--- src/rtl/cl_mem_access_pkg.sv ---
// Shared types for the memory-access stage: FSM states, byte-lane constants
// and the decode-flag bundle that the decode stage also uses.
package cl_mem_access_pkg;

  typedef enum logic [1:0] {
    IDLE = 2'd0,
    REQ  = 2'd1,
    WAIT = 2'd2,
    DONE = 2'd3
  } state_t;

  typedef logic [1:0] byte_off_t;

  localparam logic [3:0] BE_WORD  = 4'b1111;
  localparam logic [3:0] BE_BYTE0 = 4'b0001;

  typedef struct packed {
    logic is_load;
    logic is_store;
    logic is_byte;
  } mem_flags_t;

  function automatic logic is_mem_op(input logic valid, input mem_flags_t flags);
    return valid & (flags.is_load | flags.is_store);
  endfunction

endpackage

--- src/rtl/cl_mem_lane.sv ---
// Combinational byte-lane steering: byte enables and replicated write data
// for requests, byte extraction and zero-extension for load responses.
module cl_mem_lane
  import cl_mem_access_pkg::*;
(
  input  logic        is_byte,
  input  byte_off_t   offset,
  input  logic [31:0] store_data,
  input  logic [31:0] resp_data,
  output logic [3:0]  be,
  output logic [31:0] wdata,
  output logic [31:0] load_data
);

  always_comb begin
    be        = BE_WORD;
    wdata     = store_data;
    load_data = resp_data;
    if (is_byte) begin
      be    = BE_BYTE0 << offset;
      wdata = {4{store_data[7:0]}};
      case (offset)
        2'd0:    load_data = {24'b0, resp_data[7:0]};
        2'd1:    load_data = {24'b0, resp_data[15:8]};
        2'd2:    load_data = {24'b0, resp_data[23:16]};
        default: load_data = {24'b0, resp_data[31:24]};
      endcase
    end
  end

endmodule

--- src/rtl/cl_mem_access.sv ---
// Memory-access stage controller: request/response handshake with data memory,
// stalling upstream until done. Define MEM_ALIGN_CHECK_EN to trap misaligned word ops.
module cl_mem_access
  import cl_mem_access_pkg::*;
#(
  parameter int ADDR_WIDTH      = 32,
  parameter int STALL_CNT_WIDTH = 32
) (
  input  logic                       clk,
  input  logic                       reset,
  input  logic                       valid_i,
  input  logic                       is_load_op_i,
  input  logic                       is_store_op_i,
  input  logic                       is_byte_op_i,
  input  logic [ADDR_WIDTH-1:0]      addr_i,
  input  logic [31:0]                store_data_i,
  output logic                       stall_o,
  output logic                       load_valid_o,
  output logic [31:0]                load_data_o,
  output logic                       mem_req_valid_o,
  input  logic                       mem_req_ready_i,
  output logic                       mem_we_o,
  output logic [ADDR_WIDTH-1:0]      mem_addr_o,
  output logic [31:0]                mem_wdata_o,
  output logic [3:0]                 mem_be_o,
  input  logic                       mem_resp_valid_i,
  input  logic [31:0]                mem_resp_data_i,
`ifdef MEM_ALIGN_CHECK_EN
  output logic                       misaligned_o,
`endif
  output logic [STALL_CNT_WIDTH-1:0] stall_cycles_o
);

  state_t     state;
  mem_flags_t flags;
  logic       mem_op;
  logic       op_load_q;
  logic       op_byte_q;
  byte_off_t  op_off_q;
  logic       lane_byte;
  byte_off_t  lane_off;
  logic [3:0] lane_be;
  logic [31:0] lane_wdata;
  logic [31:0] lane_load;

  assign flags  = '{is_load: is_load_op_i, is_store: is_store_op_i, is_byte: is_byte_op_i};
  assign mem_op = is_mem_op(valid_i, flags);

  // The lane steers live inputs while capturing a request, then the captured op for the response.
  assign lane_byte = (state == IDLE) ? is_byte_op_i : op_byte_q;
  assign lane_off  = (state == IDLE) ? addr_i[1:0]  : op_off_q;

  assign stall_o = ((state == IDLE) && mem_op) || (state == REQ) || (state == WAIT);

`ifdef MEM_ALIGN_CHECK_EN
  logic misaligned_op;
  assign misaligned_op = mem_op && !is_byte_op_i && (addr_i[1:0] != 2'b00);
`endif

  cl_mem_lane u_lane (
    .is_byte    (lane_byte),
    .offset     (lane_off),
    .store_data (store_data_i),
    .resp_data  (mem_resp_data_i),
    .be         (lane_be),
    .wdata      (lane_wdata),
    .load_data  (lane_load)
  );

  always_ff @(posedge clk) begin
    if (reset) begin
      state           <= IDLE;
      op_load_q       <= 1'b0;
      op_byte_q       <= 1'b0;
      op_off_q        <= 2'b00;
      load_valid_o    <= 1'b0;
      load_data_o     <= 32'b0;
      mem_req_valid_o <= 1'b0;
      mem_we_o        <= 1'b0;
      mem_addr_o      <= '0;
      mem_wdata_o     <= 32'b0;
      mem_be_o        <= 4'b0;
`ifdef MEM_ALIGN_CHECK_EN
      misaligned_o    <= 1'b0;
`endif
    end else begin
      case (state)
        IDLE: begin
          if (mem_op) begin
            op_load_q   <= is_load_op_i;
            op_byte_q   <= is_byte_op_i;
            op_off_q    <= addr_i[1:0];
            mem_we_o    <= !is_load_op_i;
            mem_addr_o  <= {addr_i[ADDR_WIDTH-1:2], 2'b00};
            mem_be_o    <= lane_be;
            mem_wdata_o <= lane_wdata;
`ifdef MEM_ALIGN_CHECK_EN
            if (misaligned_op) begin
              misaligned_o <= 1'b1;
              state        <= DONE;
            end else begin
              mem_req_valid_o <= 1'b1;
              state           <= REQ;
            end
`else
            mem_req_valid_o <= 1'b1;
            state           <= REQ;
`endif
          end
        end
        REQ: begin
          if (mem_req_ready_i) begin
            mem_req_valid_o <= 1'b0;
            state           <= op_load_q ? WAIT : DONE;
          end
        end
        WAIT: begin
          if (mem_resp_valid_i) begin
            load_data_o  <= lane_load;
            load_valid_o <= 1'b1;
            state        <= DONE;
          end
        end
        default: begin
          load_valid_o <= 1'b0;
`ifdef MEM_ALIGN_CHECK_EN
          misaligned_o <= 1'b0;
`endif
          state        <= IDLE;
        end
      endcase
    end
  end

  // Saturating performance counter of stalled cycles.
  always_ff @(posedge clk) begin
    if (reset) begin
      stall_cycles_o <= '0;
    end else if (stall_o && (stall_cycles_o != '1)) begin
      stall_cycles_o <= stall_cycles_o + STALL_CNT_WIDTH'(1);
    end
  end

endmodule

--- config.mk ---
export PLATFORM = sky130hd
export DESIGN_NAME = cl_mem_access
export DESIGN_NICKNAME = d
export VERILOG_FILES = /design/src/rtl/cl_mem_access_pkg.sv /design/src/rtl/cl_mem_lane.sv /design/src/rtl/cl_mem_access.sv
export SDC_FILE = /design/constraint.sdc
export NUM_CORES = 1
export LEC_CHECK = 0
export ABC_AREA = 1
export CORE_MARGIN = 8
export CORE_UTILIZATION = 49
export DETAILED_ROUTE_END_ITERATION = 8
export HOLD_SLACK_MARGIN = 0.08
export PLACE_DENSITY = 0.86
export SYNTH_ARGS = -nofsm -noshare
export SYNTH_HDL_FRONTEND = slang
export SYNTH_HIERARCHICAL = 1
export SYNTH_SLANG_ARGS = --single-unit
--- constraint.sdc ---
create_clock -name clk -period 4.7 [get_ports clk]
set_input_delay 1.175 -clock clk [delete_from_list [all_inputs] [get_ports clk]]
set_output_delay 1.175 -clock clk [all_outputs]
set_load 0.01 [all_outputs]
Word level (Yosys, flattened, before mapping)
Index checks and enable logic that the tools add are counted.

Register bits: 139. Input bits: 104. Output and inout bits: 136.

$add $sub $neg: 1. Eq/ne operators: 8. Shifts and indexed selects: 1. Mux-type cells: 16. Bitwise gates (word level): 3. Reduce and logical (&&, ||, !) cells: 14.

Operator list (number): 2-to-1 mux 32 bit (2); adder 32 x 1 -> 32 bit, second input constant (1); inequality test 32 bit, second input constant (1); one-hot mux 8 bit (3 select lines) (1); 2-to-1 mux 2 bit (4); inequality test 2 bit, second input constant (3); one-hot mux 2 bit (3 select lines) (1); AND reduction 2 bit (3); AND reduction 3 bit (2); 2-to-1 mux 1 bit (5); equality test 2 x 1 -> 1 bit, second input constant (2); equality test 2 bit, second input constant (2); zero test 2 bit (2); 2-to-1 mux 4 bit (1); one-hot mux 1 bit (2 select lines) (2); left shift 1 x 2 -> 4 bit, first input constant (1); logical AND 1 bit (2); logical OR 1 bit (2); nonzero test 2 bit (1); OR reduction 2 bit (1); AND 1 bit (1); zero test 1 bit (1); inverter 1 bit (1); OR 1 bit (1).

Longest topological paths before layout
Depth after elaboration: 6. Gate-level depth with buffers: 13. Mapped depth without buffers: 11.

Hierarchy
Netlist, hierarchy kept.

Modules (own cells, without submodules): cl_mem_access (instances 1, cells each 817, area an instance 5888.1 µm², sequential area each 2782.7 µm²); cl_mem_lane (instances 1, cells each 197, area an instance 840.8 µm², sequential area each 0.0 µm²).

Least setup slack after synthesis
OpenSTA, ideal clock, no wires.

Kind: input port to output port. Start: input is_load_op_i. End: output stall_o. Arrival: 1.571 ns. Path slack: 1.954 ns. Stages on the path: 4. Cells stage by stage: inv_1 > nand2_1 > nand3_2 > nand2_2.

Cells in the longest elaborated chain, start to end: 5.

RTL lines: from (decl) (line cl_mem_access.sv:12) `input logic is_load_op_i,`; OR 1 bit (line cl_mem_access_pkg.sv:24) `return valid & (flags.is_load | flags.is_store);`; AND 1 bit (line cl_mem_access_pkg.sv:24); logical AND 1 bit (line cl_mem_access.sv:53) `assign stall_o = ((state == IDLE) && mem_op) || (state == REQ) || (state == WAIT);`; logical OR 1 bit (2 in a row) (line cl_mem_access.sv:53); to (decl) (line cl_mem_access.sv:17) `output logic stall_o,`.

Every way passes these cells.

Worst setup path after layout
Ends and elaborated chain as after synthesis.

==> impl_metrics.yaml <==
cts:
  cts_sinks: 139
  ctsHoldBuffers: 0
  cts-resized-gates: 0
  insertion_delay_ns: 0.42
  cts_setup_buffers: 0
  cts_root_buf: "clkbuf_16"
  htreeDepth: 4
  cts_tree: "built"
  numCtsBuffers: 17
  cts.clk_slew.worst_paths_ns: 0.06
  clock_path_buffers: 2
synthesis:
  synthTopCellsByArea: "dfxtp_1 (41%), nand2_1 (18%), nor2_1 (9.5%)"
  syn_inst: 1014
  yosysUniqueCellTypes: 28
  syn_area_per_cell_um2: 6.636
  synth_area_um2: 6729
  yosysTopAreaCell: "dfxtp_1"
  ys_ff_latch: 139
  synth.top_cell.area_share: 0.4135
  ys_seq_area_frac: 0.4135
  yosysWarnings: 6
timing:
  maxSlewViolCount: 0
  fin_tns_setup_ns: 0
  holdWs_ns: 0.4485
  rsz0062_at_grt: "no"
  max_slew_margin: 0.2382
  min_period_ns: 3.948
  fmax_mhz: 253.3
  fin_crit_sh: 0.8400
  setup_viol: 0
  worstMarginPinSlew_ns: 1.141
  hold_viol: 0
  clock_skew_ns: 0.006907
drt:
  drc: 0
  drt_iter0_markers: 520
  wirelength_mm: 21.74
  wl_per_cell_um: 15.44
  dr.pass1.iters: 5
  routed_via_density: 5.129
  detail-route-antenna-nets: 0
  vias: 7221
final_layout:
  layout_common_cells: "nand2_1 (322), clkdlybuf4s50_1 (236), nor2_1 (170), dfxtp_1 (139), a21oi_1 (101)"
  final_common_cell: "nand2_1"
  final_nets: 1324
  final_area_um2: 9678
  antennaDiodeCount: 0
  drive_gt1_frac: 0.06759
  syn_to_final_growth_pct: 43.83
critical_path:
  reg2reg_from: "state[0]"
  required_ns: 3.52
  slowest_delay_ns: 0.58
  crit_path_frequent_cell: "clkdlybuf4s50_1"
  path_class: "input port to primary output"
  worstPathCellList: "clkdlybuf4s50_1, inv_1, nand2_1, nand3_2, nand2_2, clkdlybuf4s50_1"
  cp_data_arrival_time_ns: 2.77
  cp-start-kind: "input port"
  worst_setup_path_end_kind: "primary output"
  cp_max_fo: 9
  cp_slowest_cell: "clkdlybuf4s50_1"
  worstSetupStartpoint: "is_load_op_i"
global_route:
  grt_max_degree: 76
  antenna_found_initial: 0
  overflow: 0
  grt_pass1_wl_mm: 35.13
  grtUsageTotal: 0.2425
  grt_pass1_vias: 6904
hold_path:
  hp-class: "flop to flop"
  hold_start: "op_off_q[1]"
floorplan:
  core_area_um2: 13670
  die_h_um: 133.2
  rows: 43
  die-area_um2: 17740
  start_util: 0.4924
  top_level_ports: 240
  fp.dieW_um: 133.2
pwr:
  power.density_nw_per_um2: 458.0
  ir_drop_uv: 316.4
  leakagePower_uw: 0.003857
  p_total_uw: 4433
placement:
  hpwl_mm: 15.31
  place_area_um2: 9017
  io_buffers: 237
  routabilityCongestion: 0.8940
run:
  cap_violations: 0
status:
  status: "finished, final reports clean"
synthesized netlist by cell type:
library cell and n:
clkbuf_1 23, nor2_4 5, inv_1 66, buf_2 18, a21oi_1 101, nand2_2 10, nor2_1 170, buf_1 1
and2_2 1, nand3b_4 1, dfxtp_1 139, nand3_1 33, ha_1 5, nor3_1 3, buf_4 13, xor2_1 4
o21ai_0 55, a31oi_1 1, nand2_1 322, nand3_2 17, a21oi_2 1, nand4_1 6, nor2_2 6, a211oi_1 1
inv_2 3, buf_6 7, o211ai_1 1, conb_1 1
per-layer routing:
layer,share of wire,vias up,GRT usage
met2,0.49,285,0.4095
met4,0.030,0,0.09233
met5,0,-,0
li1,-,3576,-
met1,0.37,3310,0.2575
met3,0.11,50,0.1156
worst paths after layout:
| kind | end | slack, ns | cells after the start |
|---|---|---|---|
| setup / recovery | stall_o | 0.75 | 6 |
| hold / removal | op_off_q[1] | 0.45 | 2 |
| setup reg to reg | load_data_o[21] | 2.03 | 6 |
| hold reg to reg | op_off_q[1] | 0.45 | 2 |
worst max-delay path: cells and delay by family:
family	cells	cell delay (ns)
buf+inv	3	1.10
simple gates	3	0.49
state kept, by name, indices dropped and copies added, names as in the netlist:
signal,cells
load_data_o,32
load_valid_o,1
mem_addr_o,30
mem_be_o,4
mem_req_valid_o,1
mem_wdata_o,32
mem_we_o,1
op_byte_q,1
op_load_q,1
op_off_q,2
stall_cycles_o,32
state,2
where the power goes:
part / internal [uW] / switching, uW
logic: 628 / 842
clock network: 983 / 517
registers: 1360 / 101
cells by family after synthesis:
group,after synthesis,synth area share
AO/OA/AOI/OAI,160,0.1205
XOR/XNOR,4,0.005206
adder cells (fa/ha/maj),5,0.009297
buffers and inverters,131,0.09148
flip-flops,139,0.4135
other,1,0.0005573
AND/OR/NAND/NOR,574,0.3594
stage by stage:
stage / instances / worst slack [ns] / util
floorplan: 1015 / 1.954 / -
global placement: 1376 / 0.8031 / 0.6599
detailed placement: 1376 / 0.7576 / 0.6599
CTS: 1408 / 0.7432 / 0.7082
global route: 1408 / 0.6604 / 0.7082
finish: 1408 / 0.7520 / 0.7082
cell type report:
cell class	instances	area, um^2
timing repair buffer	243	2412
fill	1124	3988
clock inverter	11	190.2
tap	180	225.2
multi-input combinational	745	3338
clock buffer	21	470.5
sequential	139	2783
inverter	69	259.0
No activity file was read; power rests on OpenSTA's default activity.
==> RTL edit, RTL diff (same flow settings) <==
Change the parameter `ADDR_WIDTH` from 32 to 16.
--- a/src/rtl/cl_mem_access.sv
+++ b/src/rtl/cl_mem_access.sv
@@ -3,7 +3,7 @@
 module cl_mem_access
   import cl_mem_access_pkg::*;
 #(
-  parameter int ADDR_WIDTH      = 32,
+  parameter int ADDR_WIDTH      = 16,
   parameter int STALL_CNT_WIDTH = 32
 ) (
   input  logic                       clk,
Interface: changed (resized addr_i and mem_addr_o); port bits go from 240 to 208. The function was not compared with the original's and may differ.
==> RTL edit against the unedited design <==
Sequential power fell by 12%. Power down 12%. Critical path depth stayed put. Synthesized area shrank 8.7%. Hold slack better by 0.00054 ns. Fmax up 2.6%. Cell area fell by 9.9%. Sequential cell count is 16 lower. Worst setup slack gained 0.10 ns. Wire length down 14%. Via count decreased by 10%.
==> RTL edit: results (changes against the unedited design) <==
The sequential area share after synthesis is 40.1% (was 41.4%). The sum of routed wire length over all layers came out at 18.8 mm (was 21.7 mm). The multi-input gate count came out at 699 (was 745). The data-path buffer share of cell area in the final layout is 24.2% (was 24.9%).

The global-route wire length before repair is 29.8 mm (was 35.1 mm). The fraction of area in multi-input gates came to 35.6% (was 34.5%). The XOR/XNOR share of the synthesized area came out at 0.570% (was 0.521%). The register cell area after layout came out at 2460 sq um (was 2780 sq um). The adder-cell share of the synthesized area is 1.02% (was 0.930%). The setup slack on the worst flop-to-flop path came to 2.15 ns (was 2.03 ns). The pin count of the biggest net entering global routing came out at 61 (was 76). Outcome: finished clean (unchanged).

The fraction of final layout cells with drive strength greater than 1 came out at 6.34% (was 6.76%). The detailed-routing iteration count for the pre-antenna-repair pass is 9 (was 5). The met1 routing resource usage after global routing is 25.8% (about the same). The met3 layer wire length in the routed design came out at 2.06 mm (was 2.38 mm). The complex-gate fraction of the synthesized area came out at 11.9% (was 12.0%). The number of antenna violations at the first check in global routing is 1 (was 0).

The uppermost signal routing layer after detailed routing is met5 (was met4). The number of filler instances in the final layout is 1064 (was 1124). Synth area leaders: dfxtp_1 40%, nand2_1 18%, nor2_1 10% (was dfxtp_1 41%, nand2_1 18%, nor2_1 9.5%).

The wire length on met1 is 7.46 mm (was 8.06 mm). The leakage power is 3.51 nW (was 3.86 nW). The non-clock buffer total of the final layout is 213 (was 243). The post-place setup slack was 0.862 ns (was 0.758 ns). The half-perimeter wire length after placement came out at 13.7 mm (was 15.3 mm). The number of flip-flops and latches came out at 123 (was 139). The violation count after the first detailed-routing iteration is 536 (was 520). The relative max-transition margin is 34.2% (was 23.8%). The port buffer count is 205 (was 237). The shortest period the worst path allows is 3.85 ns (was 3.95 ns).
-- RTL edit: cell types whose count changed in the layout (fill, tap and decap cells not counted), sizes merged --
cell,delta
a21oi,-16
dfxtp,-16
nor2,+2
clkdlybuf4s50,-32
nand2,-31
clkinv,+1
clkbuf,+2
bufinv,-3
nand3,-1
buf,+2
-- RTL edit: metrics by stage --
step           area [sq um]  std cells  hold slack [ns]  utilization, %
2_1_floorplan          6150        949            0.425               -
3_3_place_gp           8150       1277            0.436            65.7
3_5_place_dp           8150       1277            0.443            65.7
4_1_cts                8720       1308            0.452            70.3
5_1_grt                8720       1308            0.478            70.3
6_report               8720       1308            0.449            70.3
-- RTL edit: power by group --
group / total (mW) / internal (mW) / switching, mW
logic: 1.35 / 0.573 / 0.774
clock network: 1.27 / 0.814 / 0.451
registers: 1.29 / 1.21 / 0.0870
